$ cat config.mk
export PLATFORM = sky130hd
export DESIGN_NAME = pwm_output_stage_flat
export DESIGN_NICKNAME = d
export VERILOG_FILES = /design/src/rtl/pwm_pkg.sv /design/src/rtl/pwm_output_stage_if.sv /design/src/rtl/pwm_prescaler.sv /design/src/rtl/pwm_output_stage.sv /design/src/flat_wrapper.sv
export SDC_FILE = /design/constraint.sdc
export NUM_CORES = 1
export LEC_CHECK = 0
export CORE_MARGIN = 1.5
export CORE_UTILIZATION = 40
export DETAILED_ROUTE_END_ITERATION = 16
export PLACE_DENSITY = 0.83
export SLEW_MARGIN = 20
export SYNTH_ARGS = -nofsm -noshare
export SYNTH_HDL_FRONTEND = slang
export SYNTH_SLANG_ARGS = --single-unit
export TNS_END_PERCENT = 50
$ cat constraint.sdc
create_clock -name clk -period 3.1 [get_ports clk]
set_clock_uncertainty 0.05 [all_clocks]
set_input_delay 0.465 -clock clk [delete_from_list [all_inputs] [get_ports clk]]
set_output_delay 0.465 -clock clk [all_outputs]
set_load 0.1 [all_outputs]
$ cat src/rtl/pwm_pkg.sv
// Shared widths and the PWM compare rule for the output stage.
// Pure definitions; no timing or flow control of its own.
// Nothing here applies backpressure.
package pwm_pkg;
    localparam int PWM_STEP_W   = 8;
    localparam logic [PWM_STEP_W-1:0] PWM_DUTY_FULL = 8'hFF;
    localparam int PWM_CHANNELS = 16;

    // Full-scale duty is special-cased so 0xFF has no single-step low gap.
    function automatic logic pwm_compare(input logic [PWM_STEP_W-1:0] step,
                                         input logic [PWM_STEP_W-1:0] duty);
        return (duty == PWM_DUTY_FULL) || (step < duty);
    endfunction
endpackage

$ cat src/rtl/pwm_output_stage_if.sv
// Register-file to output-stage bundle: enable/mode/duty in, pins and strobe out.
// Levels only; the output stage registers everything it drives.
// No handshake: registers are static levels, so there is no backpressure.
interface pwm_output_stage_if;
    import pwm_pkg::*;

    logic [7:0]              en_reg_out_7_0;
    logic [7:0]              en_reg_out_15_8;
    logic [7:0]              en_reg_pwm_7_0;
    logic [7:0]              en_reg_pwm_15_8;
    logic [PWM_STEP_W-1:0]   pwm_duty_cycle;
    logic [PWM_CHANNELS-1:0] out;
    logic                    period_strobe;

    modport master (
        output en_reg_out_7_0, en_reg_out_15_8, en_reg_pwm_7_0, en_reg_pwm_15_8,
        output pwm_duty_cycle,
        input  out, period_strobe
    );

    modport slave (
        input  en_reg_out_7_0, en_reg_out_15_8, en_reg_pwm_7_0, en_reg_pwm_15_8,
        input  pwm_duty_cycle,
        output out, period_strobe
    );
endinterface

$ cat src/rtl/pwm_prescaler.sv
// Clock prescaler: tick is high one clk in every CLK_DIV (always high when CLK_DIV = 1).
// tick is combinational from the counter, valid the same cycle.
// Free-running; no backpressure.
module pwm_prescaler #(
    parameter int CLK_DIV = 3000
) (
    input  logic clk,
    input  logic rst_n,
    output logic tick
);
    localparam int CNT_W = (CLK_DIV > 1) ? $clog2(CLK_DIV) : 1;
    localparam logic [CNT_W-1:0] CNT_LAST = CNT_W'(CLK_DIV - 1);

    logic [CNT_W-1:0] div_cnt;

    assign tick = (div_cnt == CNT_LAST);

    always_ff @(posedge clk or negedge rst_n) begin
        if (!rst_n) begin
            div_cnt <= '0;
        end else if (tick) begin
            div_cnt <= '0;
        end else begin
            div_cnt <= div_cnt + CNT_W'(1);
        end
    end
endmodule

$ cat src/rtl/pwm_output_stage.sv
// Drives 16 pins off / on / PWM from one shared 256-step waveform; PWM_SHADOW_EN shadows duty per period.
// Latency: one clk from enable, mode, step or (unshadowed) duty change to pins.
// No backpressure: register inputs are sampled every clk.
module pwm_output_stage
    import pwm_pkg::*;
#(
    parameter int CLK_DIV = 3000
) (
    input  logic               clk,
    input  logic               rst_n,
    pwm_output_stage_if.slave  bus
);
    logic                    tick;
    logic                    wrap;
    logic [PWM_STEP_W-1:0]   step_cnt;
    logic [PWM_STEP_W-1:0]   duty_eff;
    logic                    pwm_level;
    logic [PWM_CHANNELS-1:0] en_out;
    logic [PWM_CHANNELS-1:0] en_pwm;
    logic [PWM_CHANNELS-1:0] out_nxt;

    pwm_prescaler #(.CLK_DIV(CLK_DIV)) u_prescaler (
        .clk   (clk),
        .rst_n (rst_n),
        .tick  (tick)
    );

    // Step wrap, strobe and shadow load all land on this one edge.
    assign wrap = tick && (step_cnt == '1);

    always_ff @(posedge clk or negedge rst_n) begin
        if (!rst_n) begin
            step_cnt <= '0;
        end else if (tick) begin
            step_cnt <= step_cnt + PWM_STEP_W'(1);
        end
    end

`ifdef PWM_SHADOW_EN
    logic [PWM_STEP_W-1:0] duty_shadow;

    always_ff @(posedge clk or negedge rst_n) begin
        if (!rst_n) begin
            duty_shadow <= '0;
        end else if (wrap) begin
            duty_shadow <= bus.pwm_duty_cycle;
        end
    end

    assign duty_eff = duty_shadow;
`else
    assign duty_eff = bus.pwm_duty_cycle;
`endif

    assign pwm_level = pwm_compare(step_cnt, duty_eff);
    assign en_out    = {bus.en_reg_out_15_8, bus.en_reg_out_7_0};
    assign en_pwm    = {bus.en_reg_pwm_15_8, bus.en_reg_pwm_7_0};

    // Disabled bits stay low regardless of mode; static bits ignore the waveform.
    assign out_nxt = en_out & (~en_pwm | {PWM_CHANNELS{pwm_level}});

    always_ff @(posedge clk or negedge rst_n) begin
        if (!rst_n) begin
            bus.out           <= '0;
            bus.period_strobe <= 1'b0;
        end else begin
            bus.out           <= out_nxt;
            bus.period_strobe <= wrap;
        end
    end
endmodule

$ cat src/flat_wrapper.sv
// flat-port wrapper written by rule: the top's interface ports become plain ports
module pwm_output_stage_flat import pwm_pkg::*;
#(
    parameter int CLK_DIV = 3000
)
  (clk, rst_n, bus_en_reg_out_7_0, bus_en_reg_out_15_8, bus_en_reg_pwm_7_0, bus_en_reg_pwm_15_8, bus_pwm_duty_cycle, bus_out, bus_period_strobe);
  pwm_output_stage_if bus_i ();
  input  logic clk;
  input  logic rst_n;
  input wire logic [$bits(bus_i.en_reg_out_7_0)-1:0] bus_en_reg_out_7_0;
  input wire logic [$bits(bus_i.en_reg_out_15_8)-1:0] bus_en_reg_out_15_8;
  input wire logic [$bits(bus_i.en_reg_pwm_7_0)-1:0] bus_en_reg_pwm_7_0;
  input wire logic [$bits(bus_i.en_reg_pwm_15_8)-1:0] bus_en_reg_pwm_15_8;
  input wire logic [$bits(bus_i.pwm_duty_cycle)-1:0] bus_pwm_duty_cycle;
  output wire logic [$bits(bus_i.out)-1:0] bus_out;
  output wire logic [$bits(bus_i.period_strobe)-1:0] bus_period_strobe;
  assign bus_i.en_reg_out_7_0 = bus_en_reg_out_7_0;
  assign bus_i.en_reg_out_15_8 = bus_en_reg_out_15_8;
  assign bus_i.en_reg_pwm_7_0 = bus_en_reg_pwm_7_0;
  assign bus_i.en_reg_pwm_15_8 = bus_en_reg_pwm_15_8;
  assign bus_i.pwm_duty_cycle = bus_pwm_duty_cycle;
  assign bus_out = bus_i.out;
  assign bus_period_strobe = bus_i.period_strobe;
  pwm_output_stage #(.CLK_DIV(CLK_DIV)) u_core (.clk(clk), .rst_n(rst_n), .bus(bus_i));
endmodule
==> results of run 1 <==
[cells in the final DEF (no fill, tap or decap), drive strengths merged, types with 2 or more instances in the layout]
| master | Yosys | layout |
|---|---|---|
| clkdlybuf4s50 | 0 | 40 |
| dfrtp | 37 | 37 |
| buf | 2 | 19 |
| a21boi | 16 | 16 |
| nor2 | 10 | 10 |
| inv | 9 | 9 |
| xor2 | 9 | 9 |
| ha | 9 | 9 |
| nand2 | 7 | 7 |
| nand3 | 7 | 7 |
| and3 | 7 | 7 |
| xnor2 | 6 | 6 |
| clkbuf | 0 | 5 |
| nand4 | 5 | 5 |
| nor3 | 3 | 3 |
| mux2i | 2 | 2 |
| clkinv | 0 | 2 |
[registers in the layout (all words and copies together) (netlist names)]
signal                      cells
u_core.step_cnt                 8
u_core.bus.out                 16
u_core.u_prescaler.div_cnt     12
u_core.bus.period_strobe        1
[cell families (layout without fill, tap and decap cells)]
family,after synthesis,in the layout,synth area share
simple gates,46,46,0.160
flops,37,37,0.521
compound gates,23,23,0.133
xor+xnor,15,15,0.0739
buf+inv,11,76,0.0317
fa+ha+maj,9,9,0.0633
mux,3,3,0.0176
[worst max path at each step]
| stage | from | endpoint | slack (ns) | cells past startpoint |
|---|---|---|---|---|
| 2_1_floorplan | bus_pwm_duty_cycle[7] | u_core.bus.out[10]$_DFF_PN0_ | 1.26 | 7 |
| 3_3_place_gp | bus_pwm_duty_cycle[7] | u_core.bus.out[0]$_DFF_PN0_ | 0.75 | 8 |
| 3_5_place_dp | bus_pwm_duty_cycle[7] | u_core.bus.out[0]$_DFF_PN0_ | 0.61 | 8 |
| 4_1_cts | bus_pwm_duty_cycle[7] | u_core.bus.out[0]$_DFF_PN0_ | 0.91 | 8 |
| 5_1_grt | bus_pwm_duty_cycle[7] | u_core.bus.out[0]$_DFF_PN0_ | 0.85 | 8 |
| 6_report | bus_pwm_duty_cycle[7] | u_core.bus.out[0]$_DFF_PN0_ | 0.93 | 8 |
[final cells by class]
type,count,area share
Multi-Input combinational cell,96,0.325
Clock buffer,5,0.0281
Timing Repair Buffer,59,0.221
Sequential cell,37,0.378
Clock inverter,3,0.00716
Inverter,9,0.0138
Tap cell,52,0.0266
[worst max-delay path, stage by stage]
cell and delay, ns:
clkdlybuf4s50_1 0.47, inv_1 0.05, ha_1 0.33, and4_1 0.22, o21ai_1 0.08, o32ai_2 0.26, buf_4 0.27, a21boi_0 0.13
[layer usage]
layer  track usage  vias to the layer above  wire length, um
li1              -                      632                -
met1         0.169                      620             1330
met2         0.267                       44             1690
met3        0.0552                        7              244
met4        0.0684                        0               59
met5             0                        -                0
[power breakdown]
group,internal [mW],total (mW),switching (mW)
registers,0.493,0.497,0.00343
clock network,0.155,0.325,0.170
logic,0.0712,0.184,0.113
total,0.719,1.01,0.286
[per-stage QoR]
stage | instances | total power, mW | utilization | setup WS, ns | instance area, sq um
after detailed placement | 253 | 0.692 | 0.546 | 0.610 | 2360
after CTS | 261 | 1.01 | 0.566 | 0.915 | 2450
after floorplan | 144 | 0.606 | - | 1.26 | 1780
after global routing | 261 | 1.05 | 0.566 | 0.847 | 2450
final | 261 | 1.01 | 0.566 | 0.926 | 2450
after global placement | 253 | 0.689 | 0.546 | 0.749 | 2360
==> results.md, run 1 <==
- Setup Crit Path Kind: primary input to flip-flop
- EDFF count, synth: 0
- Worst reg2reg path depth: 6
- RSZ-0062 raised after global routing: false
- Post-CTS Resized: 0
- CP Max Fanout: 16
- Top post-synthesis cells by area: dfrtp_1, a21boi_2, ha_1
- Skew-Pair Late Insertion Delay: 0.29 ns
- CTS Buf Count: 5
- Total GRT Usage: 0.154
- Final Hold Vio Count: 0
- Most used DFF post-synth: dfrtp_1
- Post-synthesis sequential area ratio: 0.521
- Chip Height: approximately 70 um
- GRT Residual Overflow: 0
- Nets@finish: 259
- Chip width: ~70 um
- Yosys top cell area share: 0.521
- Clock Tree Root: clkbuf_8
- Number of global-route vias before repair: about 1400
- Status: complete, no violations
- Reg area: between 900 and 1000 sq um
- Post-CTS Setup Repair Bufs: 0
- Synthesis-stage register bit count: 37
- Total Routed Length: between 3000 and 4000 um
- Startpoint types: primary input
- Iteration-0 DRC Markers: between 50 and 60
- Per-cell routed wire length: roughly 13 um
- Worst hold path class: primary input to async pin
- Sink Count: 37
- Largest net degree at the start of global routing: 38
- Post-cts hold buffer count: 0
- Syn Area/Cell: 12.3 sq um
- Reg-to-Reg End: u_core.bus.out[0]$_DFF_PN0_
- Netlist Area Pre-Place: around 1800 sq um
- Static Leak: about 1.2 nW
- # IOs: 59
- DR DRC count: 0
- Core Region: between 4000 and 5000 sq um
- Min Clock Period, post-route: 2.17 ns
- Die ar.: roughly 4900 sq um
- Max_cap viols: 0
- First-pass GRT wire length: 5990 um
- Hold_ws: 0.204 ns
- RePlAce Congestion: approximately 0.8
- Worst endpoint required time: about 3.2 ns
- Ys async rst share: 1.00
- Post-synth top cells: dfrtp_1, a21boi_2, nor2_1
- CTS tree: built
- Netlist cell types: 33
- Syn Nets: slightly below 200
- Vias per inst: around 5
- Multi-input gate area: slightly below 800 sq um
- TritonRoute pass-1 iters: 5
- Synth Instances: 144
- Crit path capture type: flip-flop
- Vias post-DR: 1303
- Worst R2R Start: u_core.step_cnt[6]$_DFFE_PN0N_
- Port Buffers: 58
- CTS H-tree depth: 2
- Reg2reg setup slack: approximately 1.2 ns
- Share of layout cells above drive strength 1: 0.220
- Filler instances: 391
- Clk buf depth: 2
- Clk slew on worst S/H paths: 0.08 ns
- Diode count: 0
- Setup_tns: 0 ns
- # rows: 24
- Antenna violations before repair: 0
- Worst slew margin: 0.475
- Peak supply drop: ~0.28 mV
- HPWL after detailed placement: about 2600 um
- Remaining antenna violation count: 0
- Worst-Margin Slew: 0.787 ns
- Initial Utilization: 0.411
- Largest area contributor in the netlist: dfrtp_1
- Count leader, synth: dfrtp_1
- Fin. max-slew vios: 0
- Final period utilization: 0.701
- Layout Area Growth over Synthesis: 37.6%
- Yosys warns: 0
- Max Freq: ~460 MHz
- Final Setup Violations: 0
- Worst EP arrival: between 2 and 2.5 ns
- Pwr Density: 411 nW/um^2
(Power assumes the default switching activity.)
==> run 2: changes to the inputs <==
- clock period: 3.1 -> 2.2 ns (I/O delays scaled with it)
==> results.md, run 2 (synthesized netlist as in run 1, its figures left out) <==
- Status: complete, no violations
- Worst-Margin Slew: between 0.7 and 0.8 ns
- Reg2reg setup slack: between 0.2 and 0.3 ns
- Pwr Density: about 570 nW/um^2
- Port Buffers: between 50 and 60
- Sink Count: 37
- Layout Area Growth over Synthesis: 38.1%
- CP Max Fanout: 16
- Most frequent cells in the layout: clkdlybuf4s50_1, dfrtp_1, buf_4
- Top reg by flops: u_core.bus.out
- Share of layout cells above drive strength 1: 0.215
- Max Freq: roughly 510 MHz
- Max stage delay on crit path: slightly below 0.5 ns
- Reg area: between 900 and 1000 sq um
- DR DRC count: 0
- First-pass GRT wire length: slightly below 6000 um
- Min Clock Period, post-route: slightly below 2 ns
- Remaining antenna violation count: 0
- Vias per inst: approximately 5.0
- Number of global-route vias before repair: between 1000 and 1500
- WP buf/inv: 3
- Post-CTS Resized: 0
- Worst path cell trace: clkdlybuf4s50_1 > inv_1 > ha_1 > and4_1 > o21ai_1 > o32ai_2 > buf_12 > a21boi_0
- Nets@finish: between 200 and 300
- Startpoint types: primary input
- Filler instances: about 370
- GRT Residual Overflow: 0
- HPWL after detailed placement: approximately 2500 um
- RePlAce Congestion: 0.782
- Setup Crit Path Kind: primary input to flip-flop
- Most common cell after layout, fill and taps aside: clkdlybuf4s50_1
- Slowest stage cell, crit path: clkdlybuf4s50_1
- Diode count: 0
- CTS tree: built
- Final Hold Vio Count: 0
- Biggest regs: u_core.bus.out: 16 flops, u_core.u_prescaler.div_cnt: 12 flops, u_core.step_cnt: 8 flops
- Per-cell routed wire length: 12.7 um
- Iteration-0 DRC Markers: 48
- Post-CTS Setup Repair Bufs: 0
- Antenna violations before repair: 0
- Clk buf depth: 2
- Max reg flops: 16
- Post-Place Worst Slack: -0.0510 ns
- Fin. max-slew vios: 0
- Chip width: 69.7 um
- Worst slew margin: 0.479
- TritonRoute pass-1 iters: 4
- Core Region: between 4000 and 5000 sq um
- Skew-Pair Late Insertion Delay: about 0.29 ns
- Clk slew on worst S/H paths: roughly 0.07 ns
- Final Setup Violations: 0
- Final period utilization: 0.889
- Worst EP arrival: around 2.1 ns
- Crit path capture type: flip-flop
- Peak supply drop: 0.344 mV
- Max_cap viols: 0
- CTS Buf Count: 5
- Total Routed Length: between 3000 and 4000 um
- Post-cts hold buffer count: 0
- Vias post-DR: between 1000 and 1500
- Initial Utilization: 0.411
- Multi-input gate area: 796 sq um
- Worst hold path class: primary input to async pin
- Fin worst setup slack: ~0.24 ns
- Final Power: approximately 1.4 mW
- Clock Tree Root: clkbuf_8
- CTS H-tree depth: 2
- Die ar.: between 4000 and 5000 sq um
- Worst endpoint required time: around 2.3 ns
- RSZ-0062 raised after global routing: false
- # IOs: 59
- Chip Height: around 70 um
- # rows: 24
- Final Util: 0.568
- Static Leak: between 1 and 1.5 nW
- Largest delay share family, worst path: buffers and inverters
- Setup_tns: 0 ns
- Largest net degree at the start of global routing: 38
- Total GRT Usage: 0.155
run 2: routing by layer:
metal,wire [um],up-vias,global-route usage
met1,1330,612,0.162
met5,0,-,0
li1,-,631,-
met3,268,8,0.0683
met4,69,0,0.0705
met2,1650,45,0.266
run 2: layout make-up:
| type | count | area share |
|---|---|---|
| multi-input combinational | 96 | 0.324 |
| timing repair buffer | 59 | 0.225 |
| clock inverter | 2 | 0.00408 |
| tap | 52 | 0.0265 |
| sequential | 37 | 0.377 |
| clock buffer | 6 | 0.0295 |
| inverter | 9 | 0.0138 |
run 2: report_power, final:
part           switching (mW)  internal (mW)  leakage (nW)  total [mW]
combinational           0.158          0.100         0.653       0.259
sequential            0.00455          0.695         0.466       0.700
clock                   0.232          0.219        0.0450       0.451
total                   0.395           1.01          1.16        1.41
run 2: metrics by stage:
stage	cells	hold slack, ns	area [sq um]
after global routing	261	0.142	2460
after floorplan	144	-0.0156	1780
after CTS	261	0.101	2460
after detailed placement	253	0.416	2370
after global placement	253	0.404	2370
final	261	0.0674	2460
run 2: worst paths after layout:
check | from | end | cells past startpoint
max | bus_pwm_duty_cycle[7] | u_core.bus.out[3]$_DFF_PN0_ | 8
max reg2reg | u_core.u_prescaler.div_cnt[0]$_DFF_PN0_ | u_core.step_cnt[1]$_DFFE_PN0N_ | 4
min reg2reg | u_core.u_prescaler.div_cnt[9]$_DFF_PN0_ | u_core.u_prescaler.div_cnt[9]$_DFF_PN0_ | 1
min in group clk | u_core.u_prescaler.div_cnt[9]$_DFF_PN0_ | u_core.u_prescaler.div_cnt[9]$_DFF_PN0_ | 1
min | rst_n | u_core.step_cnt[5]$_DFFE_PN0N_ | 1
max in group asynchronous | rst_n | u_core.bus.out[14]$_DFF_PN0_ | 1
